**src/rtl/spi_arbiter.sv**
```systemverilog
// Two-requester round-robin front end for a single SPI master: grants one transfer at a time,
// supervises it with a timeout, and inserts a quiet gap before the next grant.
module spi_arbiter #(
    parameter int TIMEOUT_CYCLES = 1024,
    parameter int GAP_CYCLES     = 2
) (
    input  logic        clk_i,
    input  logic        rst_i,
    input  logic [1:0]  req_i,
    input  logic [31:0] wdata0_i,
    input  logic [31:0] wdata1_i,
    input  logic [2:0]  wbytes0_i,
    input  logic [2:0]  wbytes1_i,
    output logic [1:0]  ack_o,
    output logic [1:0]  done_o,
    output logic [31:0] rdata_o,
    output logic        err_o,
    output logic        busy_o,
    output logic        spi_enable_o,
    output logic [31:0] spi_wdata_o,
    output logic [2:0]  spi_wbytes_o,
    input  logic [31:0] spi_rdata_i,
    input  logic [2:0]  spi_rbytes_i
);

    localparam logic [1:0] ST_IDLE = 2'd0;
    localparam logic [1:0] ST_XFER = 2'd1;
    localparam logic [1:0] ST_GAP  = 2'd2;

    localparam logic [15:0] TIMEOUT_LIM = 16'(TIMEOUT_CYCLES);
    localparam logic [7:0]  GAP_LAST    = 8'(GAP_CYCLES - 1);

    logic [1:0]  state_reg,  state_next;
    logic        ptr_reg,    ptr_next;
    logic        owner_reg,  owner_next;
    logic [1:0]  ack_reg,    ack_next;
    logic [1:0]  done_reg,   done_next;
    logic [31:0] rdata_reg,  rdata_next;
    logic        err_reg,    err_next;
    logic        busy_reg,   busy_next;
    logic        enable_reg, enable_next;
    logic [31:0] wdata_reg,  wdata_next;
    logic [2:0]  wbytes_reg, wbytes_next;
    logic [15:0] tcnt_reg,   tcnt_next;
    logic [7:0]  gcnt_reg,   gcnt_next;

    logic        grant_sel;
    logic [1:0]  grant_onehot;
    logic [1:0]  owner_onehot;
    logic [31:0] sel_wdata;
    logic [2:0]  sel_wbytes;
    logic        sel_legal;
    logic        rbytes_match;
    logic        timeout_hit;

    // Priority goes to the pointer requester; fall back to the other one.
    assign grant_sel    = req_i[ptr_reg] ? ptr_reg : ~ptr_reg;
    assign sel_wdata    = grant_sel ? wdata1_i  : wdata0_i;
    assign sel_wbytes   = grant_sel ? wbytes1_i : wbytes0_i;
    assign sel_legal    = (sel_wbytes != 3'd0) && (sel_wbytes <= 3'd4);
    assign rbytes_match = (spi_rbytes_i == wbytes_reg);
    assign timeout_hit  = (tcnt_reg == TIMEOUT_LIM);

    genvar gi;
    generate
        for (gi = 0; gi < 2; gi++) begin : g_onehot
            assign grant_onehot[gi] = (grant_sel == 1'(gi));
            assign owner_onehot[gi] = (owner_reg == 1'(gi));
        end
    endgenerate

    always_comb begin
        state_next  = state_reg;
        ptr_next    = ptr_reg;
        owner_next  = owner_reg;
        ack_next    = 2'b00;
        done_next   = 2'b00;
        rdata_next  = rdata_reg;
        err_next    = err_reg;
        enable_next = enable_reg;
        wdata_next  = wdata_reg;
        wbytes_next = wbytes_reg;
        tcnt_next   = tcnt_reg;
        gcnt_next   = gcnt_reg;

        case (state_reg)
            ST_IDLE: begin
                if (req_i != 2'b00) begin
                    ack_next    = grant_onehot;
                    wdata_next  = sel_wdata;
                    wbytes_next = sel_wbytes;
                    owner_next  = grant_sel;
                    ptr_next    = ~grant_sel;
                    if (sel_legal) begin
                        enable_next = 1'b1;
                        state_next  = ST_XFER;
                        tcnt_next   = 16'd0;
                    end else begin
                        // Unusable byte count: reject on the spot, never touch the bus.
                        done_next  = grant_onehot;
                        err_next   = 1'b1;
                        rdata_next = 32'd0;
                    end
                end
            end
            ST_XFER: begin
                // Completion is tested first so it wins over a coincident timeout.
                if (rbytes_match || timeout_hit) begin
                    done_next   = owner_onehot;
                    err_next    = ~rbytes_match;
                    rdata_next  = spi_rdata_i;
                    enable_next = 1'b0;
                    state_next  = ST_GAP;
                    gcnt_next   = 8'd0;
                end else begin
                    tcnt_next = tcnt_reg + 16'd1;
                end
            end
            ST_GAP: begin
                if (gcnt_reg == GAP_LAST) begin
                    state_next = ST_IDLE;
                end else begin
                    gcnt_next = gcnt_reg + 8'd1;
                end
            end
            default: begin
                state_next  = ST_IDLE;
                enable_next = 1'b0;
            end
        endcase

        busy_next = (state_next != ST_IDLE);
    end

    always_ff @(posedge clk_i or posedge rst_i) begin
        if (rst_i) begin
            state_reg  <= ST_IDLE;
            ptr_reg    <= 1'b0;
            owner_reg  <= 1'b0;
            ack_reg    <= 2'b00;
            done_reg   <= 2'b00;
            rdata_reg  <= 32'd0;
            err_reg    <= 1'b0;
            busy_reg   <= 1'b0;
            enable_reg <= 1'b0;
            wdata_reg  <= 32'd0;
            wbytes_reg <= 3'd0;
            tcnt_reg   <= 16'd0;
            gcnt_reg   <= 8'd0;
        end else begin
            state_reg  <= state_next;
            ptr_reg    <= ptr_next;
            owner_reg  <= owner_next;
            ack_reg    <= ack_next;
            done_reg   <= done_next;
            rdata_reg  <= rdata_next;
            err_reg    <= err_next;
            busy_reg   <= busy_next;
            enable_reg <= enable_next;
            wdata_reg  <= wdata_next;
            wbytes_reg <= wbytes_next;
            tcnt_reg   <= tcnt_next;
            gcnt_reg   <= gcnt_next;
        end
    end

    assign ack_o        = ack_reg;
    assign done_o       = done_reg;
    assign rdata_o      = rdata_reg;
    assign err_o        = err_reg;
    assign busy_o       = busy_reg;
    assign spi_enable_o = enable_reg;
    assign spi_wdata_o  = wdata_reg;
    assign spi_wbytes_o = wbytes_reg;

endmodule
```
**config.mk**
```make
export PLATFORM = sky130hd
export DESIGN_NAME = spi_arbiter
export DESIGN_NICKNAME = d
export VERILOG_FILES = /design/src/rtl/spi_arbiter.sv
export SDC_FILE = /design/constraint.sdc
export NUM_CORES = 1
export LEC_CHECK = 0
export ABC_AREA = 0
export CORE_ASPECT_RATIO = 1.25
export CORE_MARGIN = 4
export CORE_UTILIZATION = 40
export DETAILED_ROUTE_END_ITERATION = 12
export PLACE_DENSITY = 0.85
export SLEW_MARGIN = 15
export SYNTH_ARGS = -nofsm -noshare
export SYNTH_HDL_FRONTEND = slang
export SYNTH_SLANG_ARGS = --single-unit
```
**constraint.sdc**
```tcl
create_clock -name clk_i -period 4.3 [get_ports clk_i]
set_input_delay 0.86 -clock clk_i [delete_from_list [all_inputs] [get_ports clk_i]]
set_output_delay 0.86 -clock clk_i [all_outputs]
set_load 0.005 [all_outputs]
```
==> impl_metrics.env, run 1 <==
export IMPL_ys_seq_elements=102
export IMPL_cts_sinks=102
export IMPL_maxCapViolCount=0
export IMPL_critPathCaptureType="flop"
export IMPL_dp_hpwl_um=9420
export IMPL_synth_ff_type="dfrtp_1"
export IMPL_netlist_area_sq_um=4690
export IMPL_seq_area_frac_synth_pct=54.5
export IMPL_antenna_cells=0
export IMPL_drive_above_1_share_pct=6.87
export IMPL_drt_iter0_drc=103
export IMPL_ys_async_sr_fraction_pct=100
export IMPL_fin_cells=732
export IMPL_synth_edf_count=0
export IMPL_clk_insertion_delay_late_ps=340
export IMPL_gp_congestion=0.801
export IMPL_use_met3_pct=4.73
export IMPL_postCtsSetupBuffers=0
export IMPL_vias=3858
export IMPL_htree_num_levels=3
export IMPL_wl_per_cell_um=17.2
export IMPL_die_area_sq_um=13500
export IMPL_worstHoldPathType="flop to flop"
export IMPL_initial_utilization_pct=41.5
export IMPL_ant_nets=0
export IMPL_vias_per_cell=5.27
export IMPL_grt_use_total_pct=18.6
export IMPL_synth_cells=418
export IMPL_power_density_nw_per_um2=623
export IMPL_clk_pin_slew_ps=70
export IMPL_dr_pass1_iters=4
export IMPL_synth_avg_cell_area_sq_um=11.2
export IMPL_cts_tree="done"
export IMPL_ctsHoldBuffers=0
export IMPL_pre_cts_ws_ps=1170
export IMPL_io_pins=183
export IMPL_synth_fp_nets=531
export IMPL_grt_setup_unrepaired="false"
export IMPL_fin_ws_ps=1540
export IMPL_die_w_um=105
export IMPL_leakage_nw=3.12
export IMPL_met2_usage_pct=32.6
export IMPL_yosysWarnings=0
export IMPL_port_buffers=182
export IMPL_setup_viol=0
export IMPL_grt_pass1_vias=4038
export IMPL_synth_top_area_share_pct=54.5
export IMPL_skew_ps=8.09
export IMPL_yosys_top_cells_area="dfrtp_1 54%, mux2i_1 7.9%, a22o_1 6.0%"
export IMPL_cts_resized=0
export IMPL_rows=43
export IMPL_fin_setup_tns_ps=0
export IMPL_start_kind="input port"
export IMPL_max_freq_mhz=362
export IMPL_core_sq_um=11300
export IMPL_antenna_found_initial=0
export IMPL_grt_overflow=0
export IMPL_grt_first_pass_wirelength_um=20100
export IMPL_finalHoldViolCount=0
export IMPL_cts_buffer_depth=2
export IMPL_crit_type="input port to flop"
export IMPL_dieHeight_um=129
export IMPL_yosysMostFrequentCell="dfrtp_1"
export IMPL_fillCellCount=932
export IMPL_fin_nets=706
export IMPL_worst_ir_drop_vdd_mv=0.280
export IMPL_root_buffer="clkbuf_16"
export IMPL_grt_max_degree=66
export IMPL_slew_headroom_pct=44.2
export IMPL_worstMarginPinSlew_ps=835
export IMPL_worstPathArrival_ps=3040
export IMPL_drc=0
export IMPL_min_period_ps=2760
export IMPL_place_inst=717
export IMPL_outcome="finished clean"
export IMPL_synth_cell_type_count=54
export IMPL_area_growth_pct=47.1
export IMPL_wirelength_um=12600
export IMPL_busiest_layer="met2"
export IMPL_cp_max_fo=43
export IMPL_numCtsBuffers=9
export IMPL_yosysTopAreaCell="dfrtp_1"
export IMPL_period_share_pct=64.2
export IMPL_synthTopCellsByCount="102 x dfrtp_1, 46 x nand2_1, 38 x o21ai_0"
export IMPL_gr_usage_met1_pct=21.7
export IMPL_cp_required_ps=4580
export IMPL_maxSlewViolCount=0
==> power by group <==
| part | switching (mW) | total (mW) | internal, mW |
|---|---|---|---|
| Sequential | 0.274 | 1.60 | 1.33 |
| Clock | 0.350 | 0.815 | 0.465 |
| Combinational | 0.879 | 1.88 | 1.00 |
| Total | 1.50 | 4.30 | 2.80 |
==> cells by family (layout without fill, tap and decap cells) <==
family	count (synthesis)	after routing	synth area share (%)
fa+ha+maj	4	4	1.07
compound gates	104	104	16.6
flops	102	102	54.5
buf+inv	38	217	4.19
mux	38	38	8.20
simple gates	121	121	13.4
xor+xnor	11	11	2.06
==> per-layer routing <==
layer	routed length, um	up-vias	part of all wire [%]
met5	0	-	0
met4	317	0	2.5
met3	904	22	7.2
met2	6520	145	52
met1	4820	1842	38
li1	-	1849	-
==> stage by stage <==
step	hold WS (ps)	power, mW	utilization, %	area, sq um
after global routing	510	4.59	61.0	6900
after detailed placement	469	3.52	58.4	6600
after global placement	462	3.43	58.4	6600
after floorplan	445	2.58	-	4690
after CTS	485	4.35	61.0	6900
final	480	4.30	61.0	6900
==> worst paths after layout <==
check | endpoint | startpoint | slack, ps | cells past startpoint
max in group asynchronous | tcnt_reg[12]$_DFFE_PP0P_ | rst_i | 2550 | 3
min reg2reg | spi_wdata_o[17]$_DFFE_PP0P_ | spi_wdata_o[17]$_DFFE_PP0P_ | 480 | 2
min in group asynchronous | rdata_o[17]$_DFFE_PP0P_ | rst_i | 940 | 2
max | rdata_o[10]$_DFFE_PP0P_ | spi_rbytes_i[2] | 1540 | 7
max reg2reg | rdata_o[10]$_DFFE_PP0P_ | tcnt_reg[0]$_DFFE_PP0P_ | 1880 | 8
min | spi_wdata_o[17]$_DFFE_PP0P_ | spi_wdata_o[17]$_DFFE_PP0P_ | 480 | 2
==> worst max-delay path, cell delays in order <==
cell             delay, ps
clkdlybuf4s50_1        430
xnor2_1                140
nand3_1                260
a21oi_4                 80
buf_4                  290
a21oi_4                700
a22o_1                 250
==> cells in the final DEF (no fill, tap or decap), types with 2 or more instances in the layout <==
master	netlist	routed
clkdlybuf4s50_1	0	182
dfrtp_1	102	102
nand2_1	46	46
mux2i_1	37	37
o21ai_0	38	37
a22o_1	32	32
nand3_1	18	18
nor2_1	16	16
inv_1	12	11
and3_1	9	9
clkbuf_16	0	9
a21o_1	7	7
xnor2_1	6	6
nor3_1	6	6
xor2_1	5	5
buf_4	2	5
a211o_1	4	4
nand2b_1	4	4
o31ai_1	4	4
ha_1	4	4
nand4_1	3	3
o22ai_1	3	3
and2b_1	2	2
inv_2	2	2
clkinv_2	1	2
and4_1	2	2
nor3_2	2	2
o32ai_1	2	2
a21oi_4	2	2
o21ai_1	2	2
a221o_1	2	2
clkinvlp_4	0	2
==> area by class of cell <==
| class | count | area, sq um | area share (%) |
|---|---|---|---|
| tap | 135 | 169 | 2.45 |
| timing repair buffer | 187 | 1860 | 27.0 |
| sequential | 102 | 2550 | 37.0 |
| clock buffer | 10 | 239 | 3.47 |
| inverter | 15 | 60.1 | 0.871 |
| multi-input combinational | 278 | 1960 | 28.4 |
| clock inverter | 5 | 58.8 | 0.853 |
Note: power is estimated with default switching activity, not from simulation.
==> run 2: changes to the inputs <==
--- a/config.mk
+++ b/config.mk
@@ -10,7 +10,7 @@
 export CORE_MARGIN = 4
 export CORE_UTILIZATION = 40
 export DETAILED_ROUTE_END_ITERATION = 12
-export PLACE_DENSITY = 0.85
+export PLACE_DENSITY = 0.88
 export SLEW_MARGIN = 15
 export SYNTH_ARGS = -nofsm -noshare
 export SYNTH_HDL_FRONTEND = slang
==> constraint.sdc (replaced) <==
create_clock -name clk_i -period 2.3 [get_ports clk_i]
set_input_delay 0.46 -clock clk_i [delete_from_list [all_inputs] [get_ports clk_i]]
set_output_delay 0.46 -clock clk_i [all_outputs]
set_load 0.005 [all_outputs]
==> impl_metrics.env, run 2 (synthesis results as in run 1) <==
export IMPL_final_common_cell="clkdlybuf4s50_1"
export IMPL_dr_pass1_iters=4
export IMPL_holdPathEnd="spi_wdata_o[12]$_DFFE_PP0P_"
export IMPL_ctsHoldBuffers=0
export IMPL_start_kind="input port"
export IMPL_reg2reg_slack_ps=230
export IMPL_root_buffer="clkbuf_16"
export IMPL_clk_insertion_delay_late_ps=340
export IMPL_port_buffers=182
export IMPL_max_freq_mhz=473
export IMPL_ff2ff_path_depth=7
export IMPL_cp_max_fo=32
export IMPL_postCtsSetupBuffers=0
export IMPL_leakage_nw=3.17
export IMPL_antenna_cells=0
export IMPL_worstMarginPinSlew_ps=801
export IMPL_cts_resized=0
export IMPL_cp_required_ps=2570
export IMPL_core_sq_um=11300
export IMPL_r2r_end="rdata_o[20]$_DFFE_PP0P_"
export IMPL_drt_iter0_drc=207
export IMPL_finalHoldViolCount=0
export IMPL_wl_per_cell_um=17.2
export IMPL_min_period_ps=2110
export IMPL_wirelength_um=12800
export IMPL_area_growth_pct=49.3
export IMPL_r2r_start="tcnt_reg[0]$_DFFE_PP0P_"
export IMPL_die_area_sq_um=13500
export IMPL_vias=3982
export IMPL_grt_max_degree=103
export IMPL_drive_above_1_share_pct=8.39
export IMPL_grt_first_pass_wirelength_um=20600
export IMPL_grt_overflow=0
export IMPL_outcome="finished clean"
export IMPL_maxSlewViolCount=0
export IMPL_rows=43
export IMPL_cts_buffer_depth=2
export IMPL_skew_ps=7.60
export IMPL_cts_tree="done"
export IMPL_whs_path_depth=2
export IMPL_drc=0
export IMPL_slew_headroom_pct=46.5
export IMPL_fin_setup_tns_ps=0
export IMPL_fin_nets=716
export IMPL_numCtsBuffers=9
export IMPL_power_density_nw_per_um2=1160
export IMPL_grt_use_total_pct=18.8
export IMPL_cts_sinks=102
export IMPL_critPathCaptureType="flop"
export IMPL_io_pins=183
export IMPL_antenna_found_initial=0
export IMPL_vias_per_cell=5.36
export IMPL_die_w_um=105
export IMPL_setup_viol=0
export IMPL_period_share_pct=91.9
export IMPL_crit_type="input port to flop"
export IMPL_mostFrequentLayoutCells="182 x clkdlybuf4s50_1, 102 x dfrtp_1, 46 x nand2_1"
export IMPL_dp_hpwl_um=9480
export IMPL_worstPathArrival_ps=2390
export IMPL_grt_pass1_vias=4167
export IMPL_grt_setup_unrepaired="false"
export IMPL_clk_pin_slew_ps=70
export IMPL_initial_utilization_pct=41.5
export IMPL_final_core_util_pct=61.9
export IMPL_maxCapViolCount=0
export IMPL_worst_ir_drop_vdd_mv=0.594
export IMPL_gp_congestion=0.807
export IMPL_hold_slack_ps=474
export IMPL_dieHeight_um=129
export IMPL_min_from="spi_wdata_o[12]$_DFFE_PP0P_"
export IMPL_ant_nets=0
export IMPL_htree_num_levels=3
export IMPL_worstHoldPathType="flop to flop"
run 2: critical path: stages:
cell             delay [ps]
clkdlybuf4s50_1         430
nor2_1                  130
xnor2_1                 140
buf_4                   160
mux2i_1                 140
a21oi_4                 680
a22o_1                  240
run 2: metrics by stage:
stage               worst slack [ps]  cells  cell area [sq um]  total power [mW]
finish                           186    743               7000              8.11
detailed placement              -195    727               6710              6.69
CTS                              169    743               7000              8.19
global placement                -121    727               6710              6.52
global route                    13.6    743               7000              8.64
floorplan                        550    418               4690              4.83
run 2: report_power, final:
part	internal, mW	total, mW	switching, mW
registers	2.49	3.00	0.511
clock network	0.774	1.46	0.686
logic	1.98	3.65	1.67
total	5.24	8.11	2.87
run 2: final cells by class:
type	count	area [sq um]
Fill cell	895	4300
Sequential cell	102	2550
Timing Repair Buffer	197	1970
Multi-Input combinational cell	278	1960
Clock buffer	11	243
Tap cell	135	169
Inverter	15	61.3
Clock inverter	5	41.3
run 2: routing by layer:
metal / wire length (um) / up-vias / global-route usage, %
li1: - / 1875 / -
met1: 4800 / 1916 / 21.1
met2: 6710 / 173 / 33.5
met3: 1000 / 18 / 5.73
met4: 269 / 0 / 7.41
met5: 0 / - / 0
run 2: worst max path at each step:
stage	slack [ps]	end	start
6_report	190	rdata_o[20]$_DFFE_PP0P_	wbytes0_i[1]
5_1_grt	10	rdata_o[10]$_DFFE_PP0P_	wbytes0_i[1]
4_1_cts	170	rdata_o[19]$_DFFE_PP0P_	wbytes0_i[1]
3_5_place_dp	-190	rdata_o[19]$_DFFE_PP0P_	wbytes0_i[1]
3_3_place_gp	-120	rdata_o[13]$_DFFE_PP0P_	wbytes0_i[0]
2_1_floorplan	550	gcnt_reg[2]$_DFFE_PP0P_	gcnt_reg[1]$_DFFE_PP0P_
==> run 3: changes to the inputs <==
--- a/config.mk
+++ b/config.mk
@@ -9,6 +9,7 @@
 export CORE_ASPECT_RATIO = 1.25
 export CORE_MARGIN = 4
 export CORE_UTILIZATION = 40
+export CTS_CLUSTER_SIZE = 40
 export DETAILED_ROUTE_END_ITERATION = 12
 export PLACE_DENSITY = 0.88
 export SLEW_MARGIN = 15
==> constraint.sdc (replaced) <==
create_clock -name clk_i -period 2.3 [get_ports clk_i]
set_input_delay 0.345 -clock clk_i [delete_from_list [all_inputs] [get_ports clk_i]]
set_output_delay 0.345 -clock clk_i [all_outputs]
set_load 0.005 [all_outputs]
==> impl_metrics.env, run 3 (synthesis results as in run 1) <==
export IMPL_leakage_nw=3.16
export IMPL_power_density_nw_per_um2=1160
export IMPL_grt_setup_unrepaired="false"
export IMPL_maxCapViolCount=0
export IMPL_skew_ps=7.80
export IMPL_dp_hpwl_um=9300
export IMPL_period_share_pct=91.4
export IMPL_final_common_cell="clkdlybuf4s50_1"
export IMPL_crit_type="input port to flop"
export IMPL_fin_nets=711
export IMPL_grt_overflow=0
export IMPL_worstHoldPathType="flop to flop"
export IMPL_vias=3969
export IMPL_area_growth_pct=48.8
export IMPL_core_sq_um=11300
export IMPL_ctsHoldBuffers=0
export IMPL_cp_slowest_cell="a21oi_4"
export IMPL_drc=0
export IMPL_postCtsSetupBuffers=0
export IMPL_holdPathEnd="spi_wdata_o[3]$_DFFE_PP0P_"
export IMPL_die_w_um=105
export IMPL_antenna_cells=0
export IMPL_grt_use_total_pct=18.9
export IMPL_worstPathArrival_ps=2380
export IMPL_total_power_mw=8.12
export IMPL_outcome="finished clean"
export IMPL_rows=43
export IMPL_hold_slack_ps=478
export IMPL_maxSlewViolCount=0
export IMPL_stdcell_area_sq_um=6970
export IMPL_dr_pass1_iters=4
export IMPL_r2r_end="rdata_o[9]$_DFFE_PP0P_"
export IMPL_worstMarginPinSlew_ps=828
export IMPL_htree_num_levels=3
export IMPL_initial_utilization_pct=41.5
export IMPL_clk_pin_slew_ps=70
export IMPL_crit_chain="clkdlybuf4s50_1 > inv_1 > mux2i_4 > mux2i_1 > a21oi_4 > a22o_1"
export IMPL_die_area_sq_um=13500
export IMPL_clk_insertion_delay_late_ps=340
export IMPL_grt_first_pass_wirelength_um=20700
export IMPL_wirelength_um=12500
export IMPL_cp_max_fo=32
export IMPL_whs_path_depth=2
export IMPL_critPathCaptureType="flop"
export IMPL_cp_required_ps=2570
export IMPL_gp_congestion=0.808
export IMPL_io_pins=183
export IMPL_cts_resized=0
export IMPL_min_period_ps=2100
export IMPL_reg2reg_slack_ps=230
export IMPL_min_from="spi_wdata_o[3]$_DFFE_PP0P_"
export IMPL_dieHeight_um=129
export IMPL_cts_sinks=102
export IMPL_worst_ir_drop_vdd_mv=0.582
export IMPL_r2r_start="tcnt_reg[0]$_DFFE_PP0P_"
export IMPL_cts_tree="done"
export IMPL_grt_pass1_vias=4288
export IMPL_finalHoldViolCount=0
export IMPL_mostFrequentLayoutCells="182 x clkdlybuf4s50_1, 102 x dfrtp_1, 46 x nand2_1"
export IMPL_start_kind="input port"
export IMPL_port_buffers=182
export IMPL_fillCellCount=886
export IMPL_antenna_found_initial=0
export IMPL_max_freq_mhz=476
export IMPL_wl_per_cell_um=16.9
export IMPL_drt_iter0_drc=201
export IMPL_ant_nets=0
export IMPL_setup_viol=0
export IMPL_drive_above_1_share_pct=7.63
export IMPL_slew_headroom_pct=44.7
export IMPL_cts_buffer_depth=2
export IMPL_grt_max_degree=103
export IMPL_numCtsBuffers=9
export IMPL_vias_per_cell=5.38
export IMPL_root_buffer="clkbuf_16"
export IMPL_max_stage_delay_ps=700
export IMPL_ff2ff_path_depth=7
export IMPL_placed_area_sq_um=6680
## run 3: changes by cell type in the layout (fill, tap and decap cells not counted), sizes merged
cell	before	now
inv	15	14
buf	15	10
clkinv	2	3
clkinvlp	3	2
bufinv	0	1
## run 3: routing by layer
layer / GRT usage [%] / vias to the layer above / wire length, um
met3: 5.63 / 22 / 918
met5: 0 / - / 0
li1: - / 1866 / -
met1: 21.2 / 1920 / 4750
met4: 7.10 / 0 / 278
met2: 34.0 / 161 / 6540
## run 3: worst max-delay path: cells and delay by family
family / cells / cell delay (ps)
compound gates: 2 / 940
mux: 2 / 390
buf+inv: 2 / 670
## run 3: area by class of cell
| class | instances | area (sq um) | share of cell area, % |
|---|---|---|---|
| sequential | 102 | 2550 | 36.6 |
| multi-input combinational | 278 | 1960 | 28.1 |
| timing repair buffer | 192 | 1930 | 27.7 |
| clock buffer | 11 | 243 | 3.48 |
| tap | 135 | 169 | 2.42 |
| inverter | 15 | 61.3 | 0.879 |
| clock inverter | 5 | 56.3 | 0.807 |
## run 3: where the power goes
group / leakage (nW) / switching, mW / total [mW] / internal (mW)
Combinational: 1.68 / 1.65 / 3.61 / 1.96
Clock: 0.146 / 0.639 / 1.51 / 0.874
Sequential: 1.33 / 0.511 / 3.00 / 2.49
## run 3: worst max path at each step
stage                                    to               startpoint  cells after the start  slack, ps
CTS                  rdata_o[0]$_DFFE_PP0P_                 req_i[0]                      6        200
detailed placement   rdata_o[3]$_DFFE_PP0P_                 req_i[0]                      6       -140
global route         rdata_o[0]$_DFFE_PP0P_  tcnt_reg[0]$_DFFE_PP0P_                      7         40
global placement    rdata_o[13]$_DFFE_PP0P_                 req_i[0]                      6        -40
finish               rdata_o[9]$_DFFE_PP0P_                 req_i[0]                      6        200
floorplan           gcnt_reg[2]$_DFFE_PP0P_  gcnt_reg[1]$_DFFE_PP0P_                      7        550
## run 3: metrics by stage
stage | setup slack (ps) | TNS (ps) | std cells | utilization [%]
final | 198 | 0 | 738 | 61.7
after global routing | 40.3 | 0 | 738 | 61.7
after CTS | 198 | 0 | 738 | 61.7
after detailed placement | -136 | -4060 | 722 | 59.1
after global placement | -36.6 | -1110 | 722 | 59.1
after floorplan | 550 | 0 | 418 | -
